[config.mk]
export PLATFORM = sky130hd
export DESIGN_NAME = npc_cycle_ctrl
export DESIGN_NICKNAME = d
export VERILOG_FILES = /design/src/rtl/npc_cycle_ctrl.sv
export SDC_FILE = /design/constraint.sdc
export NUM_CORES = 1
export LEC_CHECK = 0
export BUFFER_PORTS_ARGS = -buffer_cell sky130_fd_sc_hd__buf_2
export CAP_MARGIN = 40
export CORE_AREA = 2 2 72 143
export CTS_CLUSTER_DIAMETER = 40
export DETAILED_ROUTE_END_ITERATION = 16
export DIE_AREA = 0 0 74 145
export GPL_ROUTABILITY_DRIVEN = 0
export RECOVER_POWER = 25
export SLEW_MARGIN = 20
export SYNTH_ARGS = -nofsm -noshare
export SYNTH_HDL_FRONTEND = slang
export SYNTH_SLANG_ARGS = --single-unit
[constraint.sdc]
create_clock -name i_clk -period 2.7 [get_ports i_clk]
set_clock_uncertainty 0.15 [all_clocks]
set_input_delay 0.81 -clock i_clk [delete_from_list [all_inputs] [get_ports i_clk]]
set_output_delay 0.81 -clock i_clk [all_outputs]
set_load 0.1 [all_outputs]
[src/rtl/npc_cycle_ctrl.sv]
// Multi-cycle sequencer for the NPC core: fetch, decode, execute, optional memory, writeback.
// State | meaning: IDLE 0 post-reset slot, FETCH 1 IFU req, DECODE 2, EXEC 3, MEM 4 LSU req, WB 5 commit, ERR 7 halt.
module npc_cycle_ctrl #(
    parameter int TMO_W   = 8,
    parameter int TMO_MAX = 255,
    parameter int CNT_W   = 32
) (
    input  logic             i_clk,
    input  logic             i_rst_n,
    output logic             o_ifu_req,
    input  logic             i_ifu_ack,
    output logic             o_ins_latch,
    input  logic             i_dec_wen,
    input  logic             i_dec_csr_wen,
    input  logic             i_dec_load,
    input  logic             i_dec_store,
    input  logic             i_dec_illegal,
    output logic             o_lsu_req,
    input  logic             i_lsu_ack,
    output logic             o_rf_wen,
    output logic             o_csr_wen,
    output logic             o_pc_wen,
    output logic             o_halt,
    output logic [2:0]       o_state,
    output logic [CNT_W-1:0] o_inst_cnt
);

    typedef enum logic [2:0] {
        S_IDLE   = 3'd0,
        S_FETCH  = 3'd1,
        S_DECODE = 3'd2,
        S_EXEC   = 3'd3,
        S_MEM    = 3'd4,
        S_WB     = 3'd5,
        S_ERR    = 3'd7
    } state_e;

    // Last wait cycle before timeout: the counter would reach TMO_MAX on this edge.
    localparam logic [TMO_W-1:0] TMO_LAST = TMO_W'(TMO_MAX - 1);

    state_e             state_q, state_d;
    logic [TMO_W-1:0]   tmo_q, tmo_d;
    logic               wen_q, wen_d;
    logic               csr_q, csr_d;
    logic               load_q, load_d;
    logic               store_q, store_d;
    logic [CNT_W-1:0]   cnt_q, cnt_d;

    always_ff @(posedge i_clk) begin
        if (!i_rst_n) begin
            state_q <= S_IDLE;
            tmo_q   <= '0;
            wen_q   <= 1'b0;
            csr_q   <= 1'b0;
            load_q  <= 1'b0;
            store_q <= 1'b0;
            cnt_q   <= '0;
        end else begin
            state_q <= state_d;
            tmo_q   <= tmo_d;
            wen_q   <= wen_d;
            csr_q   <= csr_d;
            load_q  <= load_d;
            store_q <= store_d;
            cnt_q   <= cnt_d;
        end
    end

    // The timeout counter defaults to zero, so it is clear on every entry to FETCH/MEM.
    always_comb begin
        state_d = state_q;
        tmo_d   = '0;
        wen_d   = wen_q;
        csr_d   = csr_q;
        load_d  = load_q;
        store_d = store_q;
        cnt_d   = cnt_q;
        case (state_q)
            S_IDLE: begin
                state_d = S_FETCH;
            end
            S_FETCH: begin
                if (i_ifu_ack) begin
                    state_d = S_DECODE;
                end else if (tmo_q == TMO_LAST) begin
                    state_d = S_ERR;
                end else begin
                    tmo_d = tmo_q + 1'b1;
                end
            end
            S_DECODE: begin
                wen_d   = i_dec_wen;
                csr_d   = i_dec_csr_wen;
                load_d  = i_dec_load;
                store_d = i_dec_store;
                if (i_dec_illegal || (i_dec_load && i_dec_store)) begin
                    state_d = S_ERR;
                end else begin
                    state_d = S_EXEC;
                end
            end
            S_EXEC: begin
                state_d = (load_q || store_q) ? S_MEM : S_WB;
            end
            S_MEM: begin
                if (i_lsu_ack) begin
                    state_d = S_WB;
                end else if (tmo_q == TMO_LAST) begin
                    state_d = S_ERR;
                end else begin
                    tmo_d = tmo_q + 1'b1;
                end
            end
            S_WB: begin
                cnt_d   = cnt_q + 1'b1;
                state_d = S_FETCH;
            end
            S_ERR: begin
                state_d = S_ERR;
            end
            default: begin
                state_d = S_IDLE;
            end
        endcase
    end

    // Strobes are Moore outputs of the current state; only the instruction latch sees the ack directly.
    always_comb begin
        o_ifu_req = 1'b0;
        o_lsu_req = 1'b0;
        o_rf_wen  = 1'b0;
        o_csr_wen = 1'b0;
        o_pc_wen  = 1'b0;
        o_halt    = 1'b0;
        case (state_q)
            S_FETCH: o_ifu_req = 1'b1;
            S_MEM:   o_lsu_req = 1'b1;
            S_WB: begin
                o_pc_wen  = 1'b1;
                o_rf_wen  = wen_q && !store_q;
                o_csr_wen = csr_q;
            end
            S_ERR:   o_halt = 1'b1;
            default: ;
        endcase
    end

    assign o_ins_latch = o_ifu_req & i_ifu_ack;
    assign o_state     = state_q;
    assign o_inst_cnt  = cnt_q;

endmodule
Yosys cells after proc, flatten, opt, wreduce, memory -nomap -nowiden --
Cells that the tools add are included.
Cells by class: $add $sub $neg 2, equal/unequal tests 7, multiplexer cells 16, bitwise logic cells 1, reductions and logical operators 7
Operators by type and width (count):
- adder 32 x 1 -> 32 bit, second input constant | 1
- two-way mux 8 bit | 3
- one-hot mux 3 bit (6 select lines) | 1
- one-hot mux 8 bit (2 select lines) | 1
- two-way mux 3 bit | 4
- == test 3 bit, second input constant | 3
- adder 8 x 1 -> 8 bit, second input constant | 1
- == test 8 bit, second input constant | 1
- two-way mux 1 bit | 7
- == test 3 x 2 -> 1 bit, second input constant | 2
- == test 3 x 1 -> 1 bit, second input constant | 1
- logical NOT 3 bit | 1
- logical AND 1 bit | 2
- logical OR 1 bit | 2
- OR reduction 2 bit | 1
- bitwise AND 1 bit | 1
- logical NOT 1 bit | 1
Storage, ports and cells: bits in registers 47

Depth between registers and ports, before layout --
depth after elaboration 4, depth in mapped cells 7, gate-level depth less buffers 5

Worst setup path after synthesis --
OpenSTA, ideal clock, no wires.
path type flip-flop to output port, start reg state_q[0] (netlist: o_state[0]), end out o_ins_latch, arrival time 3539 ps, data required time 1740 ps, path slack -1799 ps, cell stages (with the launch flop) 5, path buffers 1, path through dfxtp_1 buf_2 nand2b_1 nor2_1 and2_1
Between the ends: cells in the longest elaborated chain, start to end 3
RTL lines:
- from (decl) | RTL line 41 | state_e state_q, state_d;
- from (signal assigned) | RTL line 59 | state_q <= state_d;
- == test 3 x 1 -> 1 bit | RTL line 135 | case (state_q)
- two-way mux 1 bit | RTL line 135
- net o_ifu_req | RTL line 10 | output logic o_ifu_req,
- bitwise AND 1 bit | RTL line 148 | assign o_ins_latch = o_ifu_req & i_ifu_ack;
- to (decl) | RTL line 12 | output logic o_ins_latch,
The timed path passes the listed nets, and every way through them passes these cells.

Worst setup path after layout --
start reg state_q[1] (netlist: o_state[1]), end out o_csr_wen
Between the ends: cells in the longest elaborated chain, start to end 2
RTL lines:
- == test 3 bit | RTL line 135
- two-way mux 1 bit | RTL line 135
- to (decl) | RTL line 21 | output logic o_csr_wen,
Every way passes these cells.

==> summary.txt <==
Detailed routing
  • Iteration count of the initial detailed-routing pass: 4
  • Via Count: 2100
  • Number of DRC markers in iteration 0: between 100 and 150
  • Final antenna-violating net count: 0
  • Routed met1 length: 2350 um
  • Drt total wl: 5960 um
  • Residual DRC count: 0
  • Routed met2 length: around 3200 um
  • Mean routed wirelength per cell: around 14 um
  • Total met3 wirelength after detailed routing: 315 um
  • Uppermost layer routed: met4
  • DR vias/cell: 4.76

Setup path
  • Arrival time at the worst endpoint: 1580 ps
  • Stages on the worst setup path: 3
  • Startpoint type of the worst setup path: register
  • Crit end category: output port
  • Critical Setup Path Class: reg2out
  • Cell chain of the critical path: and3b_1 > and2_4 > clkbuf_4
  • Highest-delay cell along the critical path: sky130_fd_sc_hd__dfxtp_2
  • Required time at the worst-slack endpoint: about 1700 ps
  • Launching element of the worst setup path: o_state[1]
  • Peak fanout along the critical path: 14
  • Startpoint of the lowest-slack register-to-register path: o_inst_cnt[0]
  • Total buffers and inverters traversed by the critical path: 1
  • Crit-path leading delay family: simple AND/OR/NAND/NOR gates
  • R2R cell count: 5
  • Largest stage delay, worst path: 390 ps

Pwr
  • Cell-internal power: 1.23 mW
  • Leakage component of the power: 1.09 nW
  • Reported net switching power: around 380 uW
  • Total power divided by cell area: between 500 and 600 nW/um^2
  • Fraction of power spent switching nets: 23.6%
  • Clock share of power: 47.4%
  • Overall power after layout: approximately 1.6 mW
  • Flop pwr share: about 45%
  • Part of the power in combinational logic: a little over 8%
  • Highest ir drop seen on vdd: 0.244 mV

STA
  • Top achievable clock speed: just under 0.4 GHz
  • Endpoints failing setup: 0
  • Final hold viol count: 0
  • Slew at the pin closest to its max-slew limit: 1610 ps
  • Setup TNS Final: 0 ps
  • Worst setup margin: 161 ps
  • Fin crit period: 2540 ps
  • Relative slew slack: -7.45%
  • Final worst-path cycle share: 94.0%
  • RSZ-0062 raised after global routing: false
  • Final max-slew violation count: 36

Synthesis
  • Count of flip-flops with a built-in enable after synthesis: 0
  • Count leader, synth: sky130_fd_sc_hd__dfxtp_1
  • Flops & latches, synth: 47
  • Mapped Area: ~2300 sq um
  • Library cells used by synthesis: 38
  • Dominant cell type by area after synthesis: sky130_fd_sc_hd__dfxtp_1
  • Ranking of synthesized cells by area: sky130_fd_sc_hd__dfxtp_1, sky130_fd_sc_hd__or4_1, sky130_fd_sc_hd__a21oi_1
  • Post-Synthesis Mean Instance Area: 8.63 sq um
  • Async set-or-reset flop fraction in the synthesized netlist: 0%
  • Post-synthesis sequential area ratio: 41.5%
  • Dominant register cell in the synthesized netlist: sky130_fd_sc_hd__dfxtp_1
  • Yosys top cell area share: 41.5%
  • Net Count, Synth: 275
  • Synthesized netlist cell count: 263
  • Top cells by instance count after synthesis: sky130_fd_sc_hd__dfxtp_1, sky130_fd_sc_hd__nor2_1, sky130_fd_sc_hd__a21oi_1
  • Total of warnings raised by yosys: 0

Clock tree
  • Number of buffers added to fix hold violations after cts: 0
  • CTS tree: done
  • Num CTS Buffers: 5
  • Clock tree root driver cell: sky130_fd_sc_hd__clkbuf_16
  • Clock insertion delay at the later pin of the skew report: 290 ps
  • Clk sink count: 47
  • Bufs on Longest Clock Path: 2
  • Depth of the CTS H-tree: 2
  • Clock transition at the registers of the reported paths: 60 ps

Placed design
  • # placed instances: approximately 430
  • Post-Place Setup Slack: 376 ps
  • Placed wire-length estimate after detailed placement: about 4400 um
  • # port buffers: 50

Hold path
  • Hold Path Class: reg2reg
  • Hold path depth: 2
  • Hold path start: o_inst_cnt[29]

GRT
  • Via count of the first global-routing pass: 1957
  • Number of antenna violations at the first check in global routing: 0
  • GRT Overall Usage: 11.4%
  • Pin count of the biggest net entering global routing: 36
  • Global-route congestion overflow total: 0
  • Global-route wire length before repair: 9670 um

Final layout
  • Count of inserted antenna diode cells: 0
  • Finished Layout Cells: around 440
  • Final Core Density: 30.0%
  • Final net count: 320
  • FILL cells: 1006
  • Proportion of layout cells with a drive suffix above 1: 28.2%
  • Relative area change from synthesis to final layout: 27.5%

Run status
  • Result of the run: complete, but fails checks
  • Violations in the final reports: max-capacitance violations, max-slew violations

Floorplanning
  • Die Height: 145 um
  • Starting density of the core: 23.5%
  • IO Count: 51
  • Die boundary width: between 70 and 80 um
  • Placeable core region: 9640 sq um
  • Number of standard-cell rows in the floorplan: roughly 50
  • Die Area: 10700 sq um

Run
  • Max Cap Violations: 1
[path summary, 6_finish.rpt]
path,endpoint,slack [ps]
worst max-delay path,o_csr_wen,160
worst min-delay path,o_inst_cnt[29],340
worst max register to register,o_inst_cnt[26],440
worst min register to register,o_inst_cnt[29],340
[worst min-delay path: cells and delay by family, from the launching register on]
family | cells | cell delay (ps)
flops | 1 | 320
compound gates | 2 | 110
[metal layers]
layer | track usage [%] | up-vias
li1 | - | 1062
met1 | 12.6 | 982
met2 | 19.8 | 49
met3 | 3.13 | 7
met4 | 4.36 | 0
met5 | 0 | -
[repair_timing]
item | in CTS | in global routing
resized for setup | 0 | 1
endpoints found under the hold margin | 0 | 0
setup buffers | 0 | 0
endpoints found under the setup margin | 0 | 1
[cell type report]
class	count	area (sq um)	share of cell area (%)
clock inverters	1	30.0	1.04
repair buffers	52	293	10.1
flip-flops and latches	47	968	33.5
inverters	5	18.8	0.649
clock buffers	7	154	5.32
well taps	132	165	5.71
multi-input cells	197	1260	43.7
[placed cells by master, fill, tap and decap left out, types with 4 or more instances in the layout]
master	count
sky130_fd_sc_hd__a21oi_1	26
sky130_fd_sc_hd__and3_1	4
sky130_fd_sc_hd__buf_2	46
sky130_fd_sc_hd__clkbuf_16	6
sky130_fd_sc_hd__dfxtp_1	29
sky130_fd_sc_hd__dfxtp_2	16
sky130_fd_sc_hd__inv_1	4
sky130_fd_sc_hd__mux2i_1	5
sky130_fd_sc_hd__nand2_1	16
sky130_fd_sc_hd__nand2b_1	5
sky130_fd_sc_hd__nand3_1	10
sky130_fd_sc_hd__nand4_1	8
sky130_fd_sc_hd__nor2_1	28
sky130_fd_sc_hd__o21ai_0	8
sky130_fd_sc_hd__o31ai_1	15
sky130_fd_sc_hd__or3_1	7
sky130_fd_sc_hd__or4_1	18
sky130_fd_sc_hd__xnor2_1	6
sky130_fd_sc_hd__xor2_1	9
[through the flow]
stage                     cell area (sq um)  hold WS, ps
after floorplan                        2320          303
after global placement                 2710          314
after detailed placement               2710          329
after CTS                              2900          339
after global routing                   2890          356
final                                  2890          335
[kinds of logic (layout without fill, tap and decap cells)]
kind of cell    Yosys count  after routing  share of synthesized area (%)
simple gates            119            119                           30.6
compound gates           55             55                           14.6
flops                    47             47                           41.5
buf+inv                  19             65                           3.70
xor+xnor                 15             15                           5.79
mux                       5              5                           2.21
fa+ha+maj                 3              3                           1.65
[flip-flops by register name (all words and copies together), names as in the netlist]
signal	count
load_q	1
wen_q	1
csr_q	1
store_q	1
o_inst_cnt	32
o_state	3
tmo_q	8
[power by group through the flow]
stage | registers, mW | clock network, mW | logic [mW]
after CTS | 0.714 | 0.784 | 0.133
after floorplan | 0.750 | 0 | 0.0821
final | 0.714 | 0.762 | 0.130
after global routing | 0.716 | 0.807 | 0.137
after global placement | 0.729 | 0 | 0.132
after detailed placement | 0.730 | 0 | 0.132
No activity file was read; power rests on OpenSTA's default activity.
